<file path="src/rtl/idex_latch.sv">
// ID/EX pipeline register: captures decode-stage fields for execute and the hazard unit.
// Supports hold (en=0), load-use bubble, and jump/branch squash, with saturating event counters.
module idex_latch #(
  parameter int unsigned WORD_W = 32,
  parameter int unsigned REG_W  = 5,
  parameter int unsigned CNT_W  = 16
) (
  input  logic              CLK,
  input  logic              nRST,
  input  logic              en,
  input  logic              lw_nop,
  input  logic              jmp_flush,
  input  logic              brch_flush,
  input  logic              valid_in,
  input  logic [WORD_W-1:0] pcplus4_in,
  input  logic [WORD_W-1:0] rdat1_in,
  input  logic [WORD_W-1:0] rdat2_in,
  input  logic [WORD_W-1:0] imm_in,
  input  logic [REG_W-1:0]  rs_in,
  input  logic [REG_W-1:0]  rt_in,
  input  logic [REG_W-1:0]  rd_in,
  input  logic [3:0]        aluop_in,
  input  logic              alusrc_in,
  input  logic              dren_in,
  input  logic              dwen_in,
  input  logic              regwen_in,
  input  logic              memtoreg_in,
  input  logic              halt_in,
  input  logic [1:0]        pcsrc_in,
  output logic              valid_out,
  output logic [WORD_W-1:0] pcplus4_out,
  output logic [WORD_W-1:0] rdat1_out,
  output logic [WORD_W-1:0] rdat2_out,
  output logic [WORD_W-1:0] imm_out,
  output logic [REG_W-1:0]  rs_out,
  output logic [REG_W-1:0]  rt_out,
  output logic [REG_W-1:0]  rd_out,
  output logic [3:0]        aluop_out,
  output logic              alusrc_out,
  output logic              dren_out,
  output logic              dwen_out,
  output logic              regwen_out,
  output logic              memtoreg_out,
  output logic              halt_out,
  output logic [1:0]        pcsrc_out,
  output logic [CNT_W-1:0]  bubble_cnt,
  output logic [CNT_W-1:0]  flush_cnt
);

  // All-zero value of this struct is the NOP slot.
  typedef struct packed {
    logic              valid;
    logic [WORD_W-1:0] pcplus4;
    logic [WORD_W-1:0] rdat1;
    logic [WORD_W-1:0] rdat2;
    logic [WORD_W-1:0] imm;
    logic [REG_W-1:0]  rs;
    logic [REG_W-1:0]  rt;
    logic [REG_W-1:0]  rd;
    logic [3:0]        aluop;
    logic              alusrc;
    logic              dren;
    logic              dwen;
    logic              regwen;
    logic              memtoreg;
    logic              halt;
    logic [1:0]        pcsrc;
  } idex_t;

  // State names the action taken on the most recent edge.
  typedef enum logic [1:0] {
    StRun    = 2'b00,
    StHold   = 2'b01,
    StBubble = 2'b10,
    StSquash = 2'b11
  } state_e;

  idex_t            in_pkt;
  idex_t            idex_d, idex_q;
  logic [CNT_W-1:0] bubble_cnt_d, bubble_cnt_q;
  logic [CNT_W-1:0] flush_cnt_d, flush_cnt_q;
  state_e           state_d, state_q;
  logic             flush;

  assign flush = jmp_flush | brch_flush;

  assign in_pkt = '{
    valid:    valid_in,
    pcplus4:  pcplus4_in,
    rdat1:    rdat1_in,
    rdat2:    rdat2_in,
    imm:      imm_in,
    rs:       rs_in,
    rt:       rt_in,
    rd:       rd_in,
    aluop:    aluop_in,
    alusrc:   alusrc_in,
    dren:     dren_in,
    dwen:     dwen_in,
    regwen:   regwen_in,
    memtoreg: memtoreg_in,
    halt:     halt_in,
    pcsrc:    pcsrc_in
  };

  // Next-state: hold beats flush beats bubble beats normal load.
  always_comb begin
    idex_d       = idex_q;
    bubble_cnt_d = bubble_cnt_q;
    flush_cnt_d  = flush_cnt_q;
    state_d      = StHold;
    if (en) begin
      if (flush) begin
        // Clearing pcsrc here stops the hazard unit from re-flushing next cycle.
        idex_d  = '0;
        state_d = StSquash;
        if (flush_cnt_q != {CNT_W{1'b1}}) begin
          flush_cnt_d = flush_cnt_q + CNT_W'(1);
        end
      end else if (lw_nop) begin
        // Clearing dren here limits a load-use stall to one cycle.
        idex_d  = '0;
        state_d = StBubble;
        if (bubble_cnt_q != {CNT_W{1'b1}}) begin
          bubble_cnt_d = bubble_cnt_q + CNT_W'(1);
        end
      end else begin
        idex_d  = in_pkt;
        state_d = StRun;
      end
    end
  end

  // State registers with asynchronous clear.
  always_ff @(posedge CLK or negedge nRST) begin
    if (!nRST) begin
      idex_q       <= '0;
      bubble_cnt_q <= '0;
      flush_cnt_q  <= '0;
      state_q      <= StRun;
    end else begin
      idex_q       <= idex_d;
      bubble_cnt_q <= bubble_cnt_d;
      flush_cnt_q  <= flush_cnt_d;
      state_q      <= state_d;
    end
  end

  // Outputs come straight from flops.
  always_comb begin
    valid_out    = idex_q.valid;
    pcplus4_out  = idex_q.pcplus4;
    rdat1_out    = idex_q.rdat1;
    rdat2_out    = idex_q.rdat2;
    imm_out      = idex_q.imm;
    rs_out       = idex_q.rs;
    rt_out       = idex_q.rt;
    rd_out       = idex_q.rd;
    aluop_out    = idex_q.aluop;
    alusrc_out   = idex_q.alusrc;
    dren_out     = idex_q.dren;
    dwen_out     = idex_q.dwen;
    regwen_out   = idex_q.regwen;
    memtoreg_out = idex_q.memtoreg;
    halt_out     = idex_q.halt;
    pcsrc_out    = idex_q.pcsrc;
    bubble_cnt   = bubble_cnt_q;
    flush_cnt    = flush_cnt_q;
  end

endmodule

</file>
<file path="config.mk">
export PLATFORM = sky130hd
export DESIGN_NAME = idex_latch
export DESIGN_NICKNAME = d
export VERILOG_FILES = /design/src/rtl/idex_latch.sv
export SDC_FILE = /design/constraint.sdc
export NUM_CORES = 1
export LEC_CHECK = 0
export CORE_AREA = 2 2 138 140
export CTS_CLUSTER_DIAMETER = 30
export CTS_CLUSTER_SIZE = 14
export DETAILED_ROUTE_END_ITERATION = 7
export DIE_AREA = 0 0 140 142
export HOLD_SLACK_MARGIN = 0.12
export PLACE_DENSITY = 0.8
export SYNTH_ARGS = -nofsm -noshare
export SYNTH_HDL_FRONTEND = slang
export SYNTH_SLANG_ARGS = --single-unit
</file>
<file path="constraint.sdc">
create_clock -name CLK -period 2.3 [get_ports CLK]
set_input_delay 0.69 -clock CLK [delete_from_list [all_inputs] [get_ports CLK]]
set_output_delay 0.69 -clock CLK [all_outputs]
set_load 0.02 [all_outputs]
</file>
==> results of run 1 <==
==> registers in the layout, indices dropped and copies added, names as in the netlist <==
register / flops
imm_out: 32
pcplus4_out: 32
rdat1_out: 32
rdat2_out: 32
bubble_cnt: 16
flush_cnt: 16
rd_out: 5
rs_out: 5
rt_out: 5
aluop_out: 4
pcsrc_out: 2
alusrc_out: 1
dren_out: 1
dwen_out: 1
halt_out: 1
memtoreg_out: 1
regwen_out: 1
valid_out: 1
==> worst max-delay path by stage <==
stage	startpoint	to	slack (ns)	cells after the start
6_report	bubble_cnt[4]	bubble_cnt[4]	0.05	1
3_5_place_dp	brch_flush	bubble_cnt[7]	-0.18	5
4_1_cts	bubble_cnt[6]	bubble_cnt[6]	0.01	1
2_1_floorplan	en	bubble_cnt[7]	0.32	5
5_1_grt	flush_cnt[12]	flush_cnt[12]	0.003	1
3_3_place_gp	brch_flush	bubble_cnt[9]	-0.12	5
==> timing repair <==
action / 4_1_cts / 5_1_grt
cloned: 0 / 0
resized for setup: 1 / 5
setup endpoints to repair: 1 / 5
==> logic make-up after synthesis <==
group,count (synthesis)
AOI/OAI and AO/OA,164
xor gates and xnor gates,29
adders and majority gates,2
buffers and inverters,192
DFF,188
muxes,2
and+or+nand+nor,227
==> placed cells by master (no fill, tap or decap), drive strengths merged, types with 3 or more instances in the layout <==
master	synthesis	layout
dlymetal6s2s	0	5
bufinv	0	3
xor2	27	27
nand3	6	6
nor3	10	10
nand4	10	10
buf	18	30
clkinv	0	3
clkdlybuf4s50	0	341
clkbuf	17	21
inv	157	161
nor4	6	6
nand2	170	170
and3	3	3
o21ai	156	156
dfrtp	188	188
nor2	10	10
==> cell usage after synthesis (5+ instances only) <==
cell                       count  area (um2)
sky130_fd_sc_hd__nand3_1       5        25.0
sky130_fd_sc_hd__clkbuf_1     17        63.8
sky130_fd_sc_hd__xor2_1       27         236
sky130_fd_sc_hd__buf_2        18        90.1
sky130_fd_sc_hd__dfrtp_1     188        4700
sky130_fd_sc_hd__inv_1       157         589
sky130_fd_sc_hd__nand4_1       9        56.3
sky130_fd_sc_hd__o21ai_0     156         781
sky130_fd_sc_hd__nor2_1       10        37.5
sky130_fd_sc_hd__nor3_1       10        50.1
sky130_fd_sc_hd__nand2_1     170         638
==> layout make-up <==
class	count	area [um2]	area share, %
Sequential cell	188	4700	38.4
Tap cell	234	293	2.39
Inverter	157	589	4.81
Clock inverter	11	155	1.27
Timing Repair Buffer	377	3850	31.4
Multi-Input combinational cell	424	2190	17.9
Clock buffer	21	460	3.76
==> power by group <==
| group | switching (mW) | total (mW) | internal (mW) |
|---|---|---|---|
| clock network | 1.31 | 3.09 | 1.79 |
| logic | 0.648 | 1.37 | 0.719 |
| registers | 0.200 | 3.69 | 3.49 |
| total | 2.15 | 8.15 | 6.00 |
==> metrics by stage <==
step	std cells	util (%)	instance area, um2	power (mW)	setup WS, ns
after global routing	1412	66.4	12200	8.50	0.00307
final	1412	66.4	12200	8.15	0.0451
after detailed placement	1380	63.0	11600	5.12	-0.176
after global placement	1380	63.0	11600	5.09	-0.121
after CTS	1412	66.3	12200	8.24	0.0134
after floorplan	804	-	7630	4.22	0.324
==> routing by layer <==
layer	GRT usage, %	routed length, um	vias to the layer above	share of wire [%]
met4	7.44	621	0	2.7
met1	28.1	9030	3224	40
li1	-	-	3213	-
met5	0	0	-	0
met3	6.39	1510	43	6.7
met2	39.4	11400	244	51
==> flow_summary.rst, run 1 <==
.. list-table::
   :header-rows: 1

   * - Metric
     - Value
   * - Layout Nets
     - 1329
   * - Critical Path Start Type
     - register
   * - Shortest period the worst path allows
     - 2.25 ns
   * - Reg-to-Reg Start
     - bubble_cnt[0]
   * - Post-Route Hold Slack
     - 0.179 ns
   * - Clock-pin slew on the worst setup and hold paths
     - 0.07 ns
   * - Remaining design rule violation count
     - 25
   * - Synthesized area per cell
     - around 9.5 um2
   * - Tightest slew margin relative to the limit
     - 37.2%
   * - Ant. Diodes
     - 0
   * - CP Capture Type
     - primary output
   * - Slowest-stage cell, CP
     - sky130_fd_sc_hd__clkdlybuf4s50_1
   * - Violations in the final reports
     - design-rule violations
   * - Power density normalized to cell area
     - between 600 and 700 nW/um2
   * - Detailed-router iteration count before antenna repair
     - 8
   * - Number of cell instances on the worst register-to-register path
     - 5
   * - Number of global-route vias before repair
     - 6740
   * - Number of violations reported at the end of detailed-routing iteration 0
     - between 400 and 500
   * - Number of nets with antenna violations after routing
     - 0
   * - Post-CTS Setup Bufs
     - 0
   * - Path type of the worst min-delay path
     - input pin to async pin
   * - Share of synthesized area spent on multiplexers
     - less than 1%
   * - Critical path fanouts, max
     - 6
   * - Count of max-cap constraint violations
     - 0
   * - Syn_nets
     - 968
   * - Number of enable-type register cells in the synthesized netlist
     - 0
   * - Number of buffers on the longest clock path
     - 2
   * - Worst endpoint data arrival time
     - roughly 1.6 ns
   * - Worst voltage drop across the vdd grid
     - around 0.56 mV
   * - Root Driver
     - sky130_fd_sc_hd__clkbuf_16
   * - Initial core utilization
     - between 40% and 50%
   * - Floorplan die width
     - between 100 and 150 um
   * - Port Buffers
     - 349
   * - Sum of negative setup slack
     - 0 ns
   * - Layout cells sized above 1
     - just over 6%
   * - Hold violation total from the final report
     - 0
   * - Most common flop cell mapped by yosys
     - sky130_fd_sc_hd__dfrtp_1
   * - Cell-by-cell trace of the critical path
     - clkdlybuf4s50_1
   * - Final-report max-slew violation count
     - 0
   * - Post-detailed-routing wire length
     - about 23000 um
   * - Number of vias in the routed layout
     - between 6k and 7k
   * - Data required time of the worst path
     - 1.61 ns
   * - Average vias per placed instance
     - around 4.8
   * - Largest net degree at the start of global routing
     - 109
   * - Simple-gate portion of the synthesized area
     - 13.7%
   * - Core Rows
     - 50
   * - Remaining global-route overflow
     - 0
   * - Number of buffers inserted by hold repair at cts
     - 0
   * - Delay of the slowest cell on the worst path
     - around 0.66 ns
   * - Die boundary height
     - 142 um
   * - Global routing usage summed across all routing layers
     - between 20% and 30%
   * - RePlAce Congestion
     - between 0.8 and 0.9
   * - Main combinational cell family by area after synthesis
     - simple AND/OR/NAND/NOR gates
   * - Seq cells post-synth
     - ~190
   * - Number of buffers created by CTS
     - 17
   * - Netlist area before placement
     - ~7600 um2
   * - TritonCTS clock tree
     - yes
   * - Area of the placeable core
     - between 15000 and 20000 um2
   * - HPWL after detailed placement
     - 16500 um
   * - Count of pins on the block boundary
     - between 300 and 400
   * - Number of clock sinks
     - 188
   * - Count of H-tree levels built during CTS
     - 4
   * - Initial antenna violation count
     - 0
   * - Global-route wire length before repair
     - roughly 36000 um
   * - CP Buf/Inv Count
     - 1
   * - Run status
     - complete, but fails checks
   * - Clock insertion delay at the later pin of the skew report
     - 0.43 ns
   * - Count of fill cells added during filler insertion
     - around 1.5k
   * - Adder-cell share of the synthesized area
     - less than 1%
   * - Worst Setup Path Type
     - register to primary output
   * - F_max
     - about 440 MHz
   * - Unique cell type count in the Yosys netlist
     - 36
   * - Leakage dissipation
     - 5.29 nW
   * - Period Utilization, post-route
     - just under 100%
   * - Register-to-register setup slack
     - ~0.42 ns
   * - Worst-margin pin slew
     - between 0.9 and 1 ns
   * - Wire length per cell after detailed routing
     - between 15 and 20 um
   * - Signed area change from the synthesized netlist to the final layout
     - 60.4%
   * - Ys Warns
     - 0
   * - Setup Skew
     - between 0.009 and 0.01 ns
   * - Area of the die
     - about 20000 um2
   * - Sequential cell area fraction in the yosys report
     - approximately three fifths
   * - Dominant delay contributor by cell family on the critical path
     - buffers and inverters
   * - Share of async-settable or async-resettable flops after synthesis
     - 100%
   * - Unrepaired setup endpoints after global routing
     - false
   * - Final setup violation count
     - 0
   * - Synthesized-area fraction occupied by ao, oa, aoi and oai cells
     - roughly 11%
   * - Number of cells produced by synthesis
     - 804
   * - Reg-to-reg critical path endpoint
     - bubble_cnt[1]
   * - Post-synthesis xor/xnor area fraction
     - 3.33%
No activity file was read; power rests on OpenSTA's default activity.
==> inputs of run 2 (changes only) <==
--- a/config.mk
+++ b/config.mk
@@ -12,6 +12,7 @@
 export DIE_AREA = 0 0 140 142
 export HOLD_SLACK_MARGIN = 0.12
 export PLACE_DENSITY = 0.8
+export SETUP_SLACK_MARGIN = 0.1
 export SYNTH_ARGS = -nofsm -noshare
 export SYNTH_HDL_FRONTEND = slang
 export SYNTH_SLANG_ARGS = --single-unit
==> run 2 against run 1 <==
The flow still finishes with violations (design-rule violations); critical path depth unchanged; setup slack improved by 0.098 ns; clock-buffer cell count is the same; combinational power shrank 3%; final cell count is the same; critical path type unchanged.
==> flow_summary.rst, run 2 (same netlist as run 1, synthesis figures left out) <==
.. list-table::
   :header-rows: 1

   * - Metric
     - Value
   * - Most common library cell in the layout ignoring fill and taps
     - sky130_fd_sc_hd__clkdlybuf4s50_1
   * - Count of H-tree levels built during CTS
     - 4 (unchanged)
   * - Worst endpoint data arrival time
     - 1.47 ns (-0.09 ns)
   * - Final core area utilization
     - 66.3% (-0.081 points)
   * - Violations in the final reports
     - design-rule violations
   * - Final-report max-slew violation count
     - 0 (unchanged)
   * - Reg-to-reg critical path endpoint
     - bubble_cnt[1]
   * - Number of nets with antenna violations after routing
     - 0 (unchanged)
   * - Setup Skew
     - 0.0104 ns (+0.000897 ns)
   * - Met2 capacity usage during global routing
     - 39.4% (+0.052 points)
   * - Count of pins on the block boundary
     - 350 (unchanged)
   * - Layout Nets
     - 1329 (unchanged)
   * - Register-to-register setup slack
     - 0.42 ns (about the same)
   * - Initial antenna violation count
     - 0 (unchanged)
   * - Average vias per placed instance
     - 4.74 (-0.42%)
   * - Critical path fanouts, max
     - 4 (-2)
   * - Worst voltage drop across the vdd grid
     - 0.555 mV (-0.46%)
   * - Data required time of the worst path
     - 1.61 ns (about the same)
   * - Critical Path Start Type
     - register
   * - Remaining design rule violation count
     - 25 (unchanged)
   * - Remaining global-route overflow
     - 0 (unchanged)
   * - Total of cells resized after clock tree synthesis
     - 22 (+21)
   * - Count of fill cells added during filler insertion
     - 1478 (-0.068%)
   * - Number of buffers on the longest clock path
     - 2 (unchanged)
   * - Die boundary height
     - 142 um (unchanged)
   * - Layout cells sized above 1
     - 6.20% (+0.085 points)
   * - Clock-pin slew on the worst setup and hold paths
     - 0.07 ns (about the same)
   * - HPWL after detailed placement
     - 16500 um (unchanged)
   * - Post-detailed-routing wire length
     - 22600 um (-0.19%)
   * - Number of global-route vias before repair
     - 6738 (-0.030%)
   * - Tightest slew margin relative to the limit
     - 36.9% (-0.33 points)
   * - Largest net degree at the start of global routing
     - 109 (unchanged)
   * - Global-route wire length before repair
     - 35900 um (unchanged)
   * - Number of violations reported at the end of detailed-routing iteration 0
     - 434 (+7.7%)
   * - Routing usage on met1
     - 28.1% (about the same)
   * - Wire length per cell after detailed routing
     - 16.0 um (-0.19%)
   * - RePlAce Congestion
     - 0.834 (unchanged)
   * - GRT met3 Usage
     - 6.29% (-0.10 points)
   * - Leakage dissipation
     - 5.41 nW (+2.2%)
   * - Clock insertion delay at the later pin of the skew report
     - 0.43 ns (about the same)
   * - Shortest period the worst path allows
     - 2.16 ns (-0.0977 ns)
   * - Path type of the worst min-delay path
     - input pin to async pin
   * - Run status
     - complete, but fails checks
   * - Signed area change from the synthesized netlist to the final layout
     - 60.2%
   * - Final setup violation count
     - 0 (unchanged)
   * - TritonCTS clock tree
     - yes
   * - Detailed-router iteration count before antenna repair
     - 8 (unchanged)
   * - Ant. Diodes
     - 0 (unchanged)
   * - Number of cell instances on the worst register-to-register path
     - 5 (unchanged)
   * - Core Rows
     - 50 (unchanged)
   * - Initial core utilization
     - 41.4% (unchanged)
   * - Number of buffers created by CTS
     - 17 (unchanged)
   * - Cell-by-cell trace of the critical path
     - clkdlybuf4s50_1
   * - Count of max-cap constraint violations
     - 0 (unchanged)
   * - Unrepaired setup endpoints after global routing
     - false
   * - Number of clock sinks
     - 188 (unchanged)
   * - Worst Setup Path Type
     - register to primary output
   * - F_max
     - 464 MHz (+4.5%)
   * - Reg-to-Reg Start
     - bubble_cnt[0]
   * - Post-CTS Setup Bufs
     - 0 (unchanged)
   * - Port Buffers
     - 349 (unchanged)
   * - Worst-margin pin slew
     - 0.947 ns (+0.00489 ns)
   * - Power density normalized to cell area
     - 663 nW/um2 (-0.47%)
   * - Number of buffers inserted by hold repair at cts
     - 0 (unchanged)
   * - CP Capture Type
     - primary output
   * - Overall Power
     - 8.11 mW (-0.59%)
   * - Number of vias in the routed layout
     - 6696 (-0.42%)
   * - Floorplan die width
     - 140 um (unchanged)
   * - Sum of negative setup slack
     - 0 ns (unchanged)
   * - Hold violation total from the final report
     - 0 (unchanged)
   * - Root Driver
     - sky130_fd_sc_hd__clkbuf_16
   * - GR peak layer
     - met2
   * - Area of the placeable core
     - 18500 um2 (unchanged)
   * - Delay of the slowest cell on the worst path
     - 0.64 ns (-0.02 ns)
   * - Highest-count cells in the layout ignoring fill and taps
     - sky130_fd_sc_hd__clkdlybuf4s50_1 (318), sky130_fd_sc_hd__dfrtp_1 (188), sky130_fd_sc_hd__nand2_1 (170), sky130_fd_sc_hd__inv_1 (157), sky130_fd_sc_hd__o21ai_0 (156)
   * - Area of the die
     - 19900 um2 (unchanged)
   * - Period Utilization, post-route
     - 93.8% (-4.2 points)
   * - Slowest-stage cell, CP
     - sky130_fd_sc_hd__clkdlybuf4s50_1
   * - CP Buf/Inv Count
     - 1 (unchanged)
   * - Global routing usage summed across all routing layers
     - 22.9% (unchanged)
   * - Dominant delay contributor by cell family on the critical path
     - buffers and inverters
run 2: stage by stage:
stage	std cells	hold WS [ns]	instance area (um2)	setup slack, ns
after floorplan	804	0.394	7630	0.324
after global placement	1380	0.480	11600	-0.121
after detailed placement	1380	0.495	11600	-0.176
after CTS	1412	0.184	12200	0.101
after global routing	1412	0.192	12200	0.103
final	1412	0.178	12200	0.143
run 2: area by class of cell:
cell class / instances / area (um2) / share of cell area, %
inverter: 157 / 589 / 4.82
multi-input combinational: 424 / 2200 / 18.0
tap: 234 / 293 / 2.39
clock inverter: 11 / 155 / 1.27
clock buffer: 21 / 460 / 3.76
timing repair buffer: 377 / 3830 / 31.3
sequential: 188 / 4700 / 38.5
run 2: how the worst max path moves through the flow:
stage,start,endpoint,depth (start not counted)
2_1_floorplan,en,bubble_cnt[7],5
5_1_grt,bubble_cnt[13],bubble_cnt[13],1
3_5_place_dp,brch_flush,bubble_cnt[7],5
3_3_place_gp,brch_flush,bubble_cnt[9],5
4_1_cts,flush_cnt[14],flush_cnt[14],1
6_report,bubble_cnt[13],bubble_cnt[13],1
run 2: routing by layer:
layer,vias up,part of all wire [%]
met5,-,0
met4,0,2.4
met3,41,6.9
met2,242,51
met1,3199,40
li1,3214,-
run 2: power breakdown:
part	total, mW	leakage [nW]	switching (mW)	internal (mW)
clock network	3.09	0.299	1.30	1.79
registers	3.69	2.57	0.199	3.49
logic	1.33	2.54	0.649	0.676
total	8.11	5.41	2.15	5.96
